$ cat src/rtl/ldpc_frame_sched.sv
// LDPC frame scheduler: loads channel LLRs into the decoder, starts a decode,
// waits for completion or timeout, then drains hard-decision bits and status.
//
// state   | meaning
// IDLE    | waiting for first LLR beat of a frame
// LOAD    | accepting LLR beats, writing them to the decoder
// START   | one-cycle decode start pulse
// WAIT    | decoder running, timeout counter active
// RD_REQ  | present read index to the decoder
// RD_HOLD | offer decoded bit to the sink until accepted
// STAT    | one-cycle frame status pulse
module ldpc_frame_sched #(
  parameter int N            = 204,
  parameter int LOG2N        = 8,
  parameter int LLR_W        = 16,
  parameter int LOG2MAX_ITER = 5,
  parameter int TIMEOUT      = 65535
) (
  input  logic                    clk,
  input  logic                    rst,
  input  logic                    in_valid,
  output logic                    in_ready,
  input  logic [LLR_W-1:0]        in_llr,
  input  logic                    in_last,
  output logic                    dec_wr_en,
  output logic [LOG2N-1:0]        dec_wr_addr,
  output logic [LLR_W-1:0]        dec_wr_data,
  output logic                    dec_start,
  input  logic                    dec_done,
  input  logic                    dec_success,
  input  logic [LOG2MAX_ITER-1:0] dec_iter,
  output logic [LOG2N-1:0]        dec_rd_addr,
  input  logic                    dec_rd_bit,
  output logic                    out_valid,
  input  logic                    out_ready,
  output logic                    out_bit,
  output logic                    out_last,
  output logic                    stat_valid,
  output logic                    stat_success,
  output logic [LOG2MAX_ITER-1:0] stat_iter,
  output logic                    stat_timeout,
  output logic                    frame_err
);

  localparam int TW = $clog2(TIMEOUT + 1);
  localparam logic [LOG2N-1:0] LAST_IDX = LOG2N'(N - 1);
  localparam logic [TW-1:0]    TO_LAST  = TW'(TIMEOUT - 1);

  typedef enum logic [2:0] {IDLE, LOAD, START, WAIT, RD_REQ, RD_HOLD, STAT} state_t;

  state_t           state;
  logic [LOG2N-1:0] beat_cnt;
  logic [LOG2N-1:0] rd_idx;
  logic [TW-1:0]    wait_cnt;
  logic             rd_first;
  logic             bit_q;

  // Read data arrives in the first RD_HOLD cycle; pass it through then, hold it after.
  assign out_bit = rd_first ? dec_rd_bit : bit_q;

  always_ff @(posedge clk) begin
    if (rst) begin
      state        <= IDLE;
      beat_cnt     <= '0;
      rd_idx       <= '0;
      wait_cnt     <= '0;
      rd_first     <= 1'b0;
      bit_q        <= 1'b0;
      in_ready     <= 1'b1;
      dec_wr_en    <= 1'b0;
      dec_wr_addr  <= '0;
      dec_wr_data  <= '0;
      dec_start    <= 1'b0;
      dec_rd_addr  <= '0;
      out_valid    <= 1'b0;
      out_last     <= 1'b0;
      stat_valid   <= 1'b0;
      stat_success <= 1'b0;
      stat_iter    <= '0;
      stat_timeout <= 1'b0;
      frame_err    <= 1'b0;
    end else begin
      dec_wr_en  <= 1'b0;
      dec_start  <= 1'b0;
      stat_valid <= 1'b0;
      frame_err  <= 1'b0;
      case (state)
        IDLE, LOAD: begin
          if (in_valid) begin
            dec_wr_en   <= 1'b1;
            dec_wr_addr <= beat_cnt;
            dec_wr_data <= in_llr;
            if (beat_cnt == LAST_IDX && in_last) begin
              state        <= START;
              in_ready     <= 1'b0;
              dec_start    <= 1'b1;
              stat_timeout <= 1'b0;
              beat_cnt     <= '0;
            end else if (beat_cnt == LAST_IDX || in_last) begin
              // Misaligned frame end: drop the frame and resync on the next beat.
              state     <= IDLE;
              frame_err <= 1'b1;
              beat_cnt  <= '0;
            end else begin
              state    <= LOAD;
              beat_cnt <= beat_cnt + 1'b1;
            end
          end
        end
        START: begin
          state    <= WAIT;
          wait_cnt <= '0;
        end
        WAIT: begin
          if (dec_done) begin
            stat_success <= dec_success;
            stat_iter    <= dec_iter;
            rd_idx       <= '0;
            dec_rd_addr  <= '0;
            state        <= RD_REQ;
          end else if (wait_cnt == TO_LAST) begin
            // Give up on the decoder but still drain its hard decisions.
            stat_timeout <= 1'b1;
            stat_success <= 1'b0;
            stat_iter    <= '1;
            rd_idx       <= '0;
            dec_rd_addr  <= '0;
            state        <= RD_REQ;
          end else begin
            wait_cnt <= wait_cnt + 1'b1;
          end
        end
        RD_REQ: begin
          state     <= RD_HOLD;
          out_valid <= 1'b1;
          out_last  <= (rd_idx == LAST_IDX);
          rd_first  <= 1'b1;
        end
        RD_HOLD: begin
          if (rd_first) begin
            bit_q    <= dec_rd_bit;
            rd_first <= 1'b0;
          end
          if (out_ready) begin
            out_valid <= 1'b0;
            out_last  <= 1'b0;
            if (rd_idx == LAST_IDX) begin
              state      <= STAT;
              stat_valid <= 1'b1;
            end else begin
              rd_idx      <= rd_idx + 1'b1;
              dec_rd_addr <= rd_idx + 1'b1;
              state       <= RD_REQ;
            end
          end
        end
        STAT: begin
          state    <= IDLE;
          in_ready <= 1'b1;
        end
        default: state <= IDLE;
      endcase
    end
  end

endmodule

$ cat config.mk
export PLATFORM = sky130hd
export DESIGN_NAME = ldpc_frame_sched
export DESIGN_NICKNAME = d
export VERILOG_FILES = /design/src/rtl/ldpc_frame_sched.sv
export SDC_FILE = /design/constraint.sdc
export NUM_CORES = 1
export LEC_CHECK = 0
export BUFFER_PORTS_ARGS = -buffer_cell sky130_fd_sc_hd__buf_2
export CAP_MARGIN = 20
export CORE_MARGIN = 2
export CORE_UTILIZATION = 41
export CTS_CLUSTER_DIAMETER = 100
export DETAILED_ROUTE_END_ITERATION = 8
export PLACE_DENSITY = 0.73
export SETUP_SLACK_MARGIN = 0.02
export SYNTH_ARGS = -nofsm -noshare
export SYNTH_HDL_FRONTEND = slang
export SYNTH_SLANG_ARGS = --single-unit
$ cat constraint.sdc
create_clock -name clk -period 2.12 [get_ports clk]
set_input_delay 0.424 -clock clk [delete_from_list [all_inputs] [get_ports clk]]
set_output_delay 0.424 -clock clk [all_outputs]
set_load 0.03 [all_outputs]
==> metrics.yaml <==
clock_tree:
  clkTransAtPathRegs_ns: 0.08
  clock_sinks: 75
  clockRootBuffer: "clkbuf_8"
  cts_max_path_buffers: 2
  numCtsBuffers: 9
  clkLatencyLatePin_ns: 0.36
  htreeDepth: 3
  cts_tree: "yes"
  hold_buffers: 0
sta:
  maxSlewHeadroom_pct: 65.03
  hold_slack_ns: 0.2921
  slew_viol_final: 0
  finalCriticalPeriod_ns: 1.956
  final-setup-viol-count: 0
  rsz0062_at_grt: "true"
  tightestPinTransition_ns: 0.5114
  fmax_ghz: 0.5113
  timing.final.crit_share_pct: 92.26
  fin_worst_skew_ns: 0.008481
  hold_viol: 0
routing:
  dr.pass1.iters: 5
  drcViolationCount: 0
  avgRoutedWirePerCell_um: 14.97
  drt-met1-wl_mm: 4.008
  routed_wl_mm: 9.089
  drtIter0Drc: 256
  routed-wl-met2_mm: 4.236
  routed_via_density: 5.646
  top_layer: "met4"
  antenna_left: 0
  vias: 3427
  routed-wl-met3_um: 614
global_route:
  grt_pass1_vias: 3130
  track_usage_pct: 20.35
  grt_max_degree: 33
  grt_pass1_wl_mm: 14.61
  antenna_found_initial: 0
  grt-ovfl-total: 0
place:
  post-dp-hpwl_mm: 6.448
  port_buffers: 75
  place.gp.congestion: 0.9594
synth:
  syn-instance-count: 408
  syn-num-nets: 441
  ys.flop_type: "dfxtp_1"
  netlist-cell-type-count: 58
  synth_edf_count: 0
  ys_seq_area_share_pct: 44.07
  syn_area_per_cell_um2: 8.351
  ys_ff_latch: 75
  synth_warnings: 0
  synth-async-reset-ratio_pct: 0
  syn_area_um2: 3407
floorplanning:
  die_h_um: 95.16
  rows: 33
  die_area_um2: 9055
  ios: 76
  start_util_pct: 41.89
  die_w_um: 95.16
  core_area_um2: 8134
power:
  ir_worst_vdd_uv: 411.1
  switching_share_pct: 22.54
  internal_power_mw: 2.403
  p_comb_share_pct: 6.5
  p_seq_share_pct: 46.4
  power_density_nw_per_um2: 724.4
  p_leak_nw: 1.736
  power_switching_mw: 0.6994
  clkPwrFrac_pct: 47.1
finish:
  postLayoutCoreUtil_pct: 52.65
  final_common_cell: "nand2_1"
  final_nets: 530
  area_growth_pct: 25.71
  final_cell_mix: "82 x nand2_1, 75 x dfxtp_1, 75 x buf_2"
  n_antenna_cell: 0
  nFillCells: 756
  final_layout_size_suffix_gt1_share_pct: 26.29
worst_setup_path:
  cp_top_family: "compound AO/OA/AOI/OAI gates"
  path_buf_inv: 2
  required_ns: 2.42
  start_kind: "flip-flop"
  path_cells: "inv_1 -> ha_1 -> nand4_1 -> buf_4 -> o41a_1 -> nor2_1 -> o221a_2"
  crit_path_max_fanout: 6
  critPathArrivalTime_ns: 2.26
  slowest_stage: "o41a_1"
  cp-end-kind: "flip-flop"
  slowest_delay_ns: 0.43
  critical_path_class: "reg2reg"
run:
  drv_cap: 0
outcome:
  outcome: "finished clean"
min_path:
  hold_path_class: "in2reg"
==> logic make-up (layout without fill, tap and decap cells) <==
group	after synthesis	count (layout)	synth area share (%)
flops	75	75	44.07
mux	5	5	1.506
buf+inv	29	123	3.562
simple gates	189	189	28.17
compound gates	99	99	19.43
fa+ha+maj	4	4	1.469
xor+xnor	7	7	1.800
==> path summary, 6_finish.rpt <==
kind             startpoint  slack, ns              end  cells after the start
min              in_llr[14]       0.29  dec_wr_data[14]                      3
max reg2reg     wait_cnt[0]       0.16     stat_iter[2]                      7
max             wait_cnt[0]       0.16     stat_iter[2]                      7
min reg2reg  dec_wr_data[6]       0.46   dec_wr_data[6]                      2
==> Yosys cell counts (all sizes together) (4+ instances only) <==
master  count  area share, %
mux2i       4            1.2
dfxtp      75             44
a21oi      42            6.2
inv         5           0.55
clkbuf     16            1.8
o221a       5            1.7
a31oi       4           0.73
or4         5            1.1
or3         6            1.1
buf         7            1.1
o21ai      13            1.9
ha          4            1.5
nand3      16            2.4
xor2        6            1.5
a311oi      7            1.8
nand4      12            2.6
o31ai       4           0.88
nor2       22            2.4
and3        6            1.1
nand2b      4           0.73
nor3        6           0.88
nand2      82            9.0
and2        5           0.92
==> what timing repair did <==
action | in CTS | in global routing
setup endpoints to repair | 0 | 2
resized for setup | 0 | 1
buffers inserted | 0 | 0
==> worst reg2reg max path: stages (launching register included) <==
cell and delay, ns:
dfxtp_1 0.36, inv_1 0.09, ha_1 0.14, nand4_1 0.12, buf_4 0.17, o41a_1 0.43
nor2_1 0.33, o221a_2 0.26
==> final cells by class <==
class                           count  area, um2  share of cell area (%)
Timing Repair Buffer              101      570.5                   13.32
Tap cell                          105      131.4                   3.067
Sequential cell                    75       1501                   35.06
Clock inverter                      6      136.4                   3.184
Inverter                            6      22.52                  0.5259
Clock buffer                       10      127.6                   2.980
Multi-Input combinational cell    304       1793                   41.86
==> through the flow <==
stage	setup TNS [ns]	worst slack, ns	total power, mW	cells	area [um2]
finish	0	0.1642	3.103	607	4283
global route	-0.008659	-0.007777	3.223	607	4283
CTS	0	0.1441	3.129	607	4279
detailed placement	0	0.1578	1.676	591	4015
global placement	0	0.2095	1.670	591	4015
floorplan	0	0.2907	1.593	408	3407
==> metal layers <==
layer	GRT usage, %	up-vias
met1	26.83	1603
met4	7.971	0
met3	6.166	26
met2	31.16	134
met5	0	-
li1	-	1664
==> registers in the layout (all words and copies together), names as in the netlist, 3 cells and up <==
register and count:
wait_cnt 16, dec_wr_addr 8, dec_wr_data 16, stat_iter 5, rd_idx 8, beat_cnt 8, state 3
==> power groups by stage <==
stage                     clock (mW)  sequential [mW]  combinational [mW]
after global routing            1.56             1.44               0.219
final                           1.46             1.44               0.201
after global placement             0             1.47               0.197
after CTS                       1.49             1.44               0.202
after detailed placement           0             1.47               0.202
after floorplan                    0             1.51              0.0811
No activity file was read; power rests on OpenSTA's default activity.
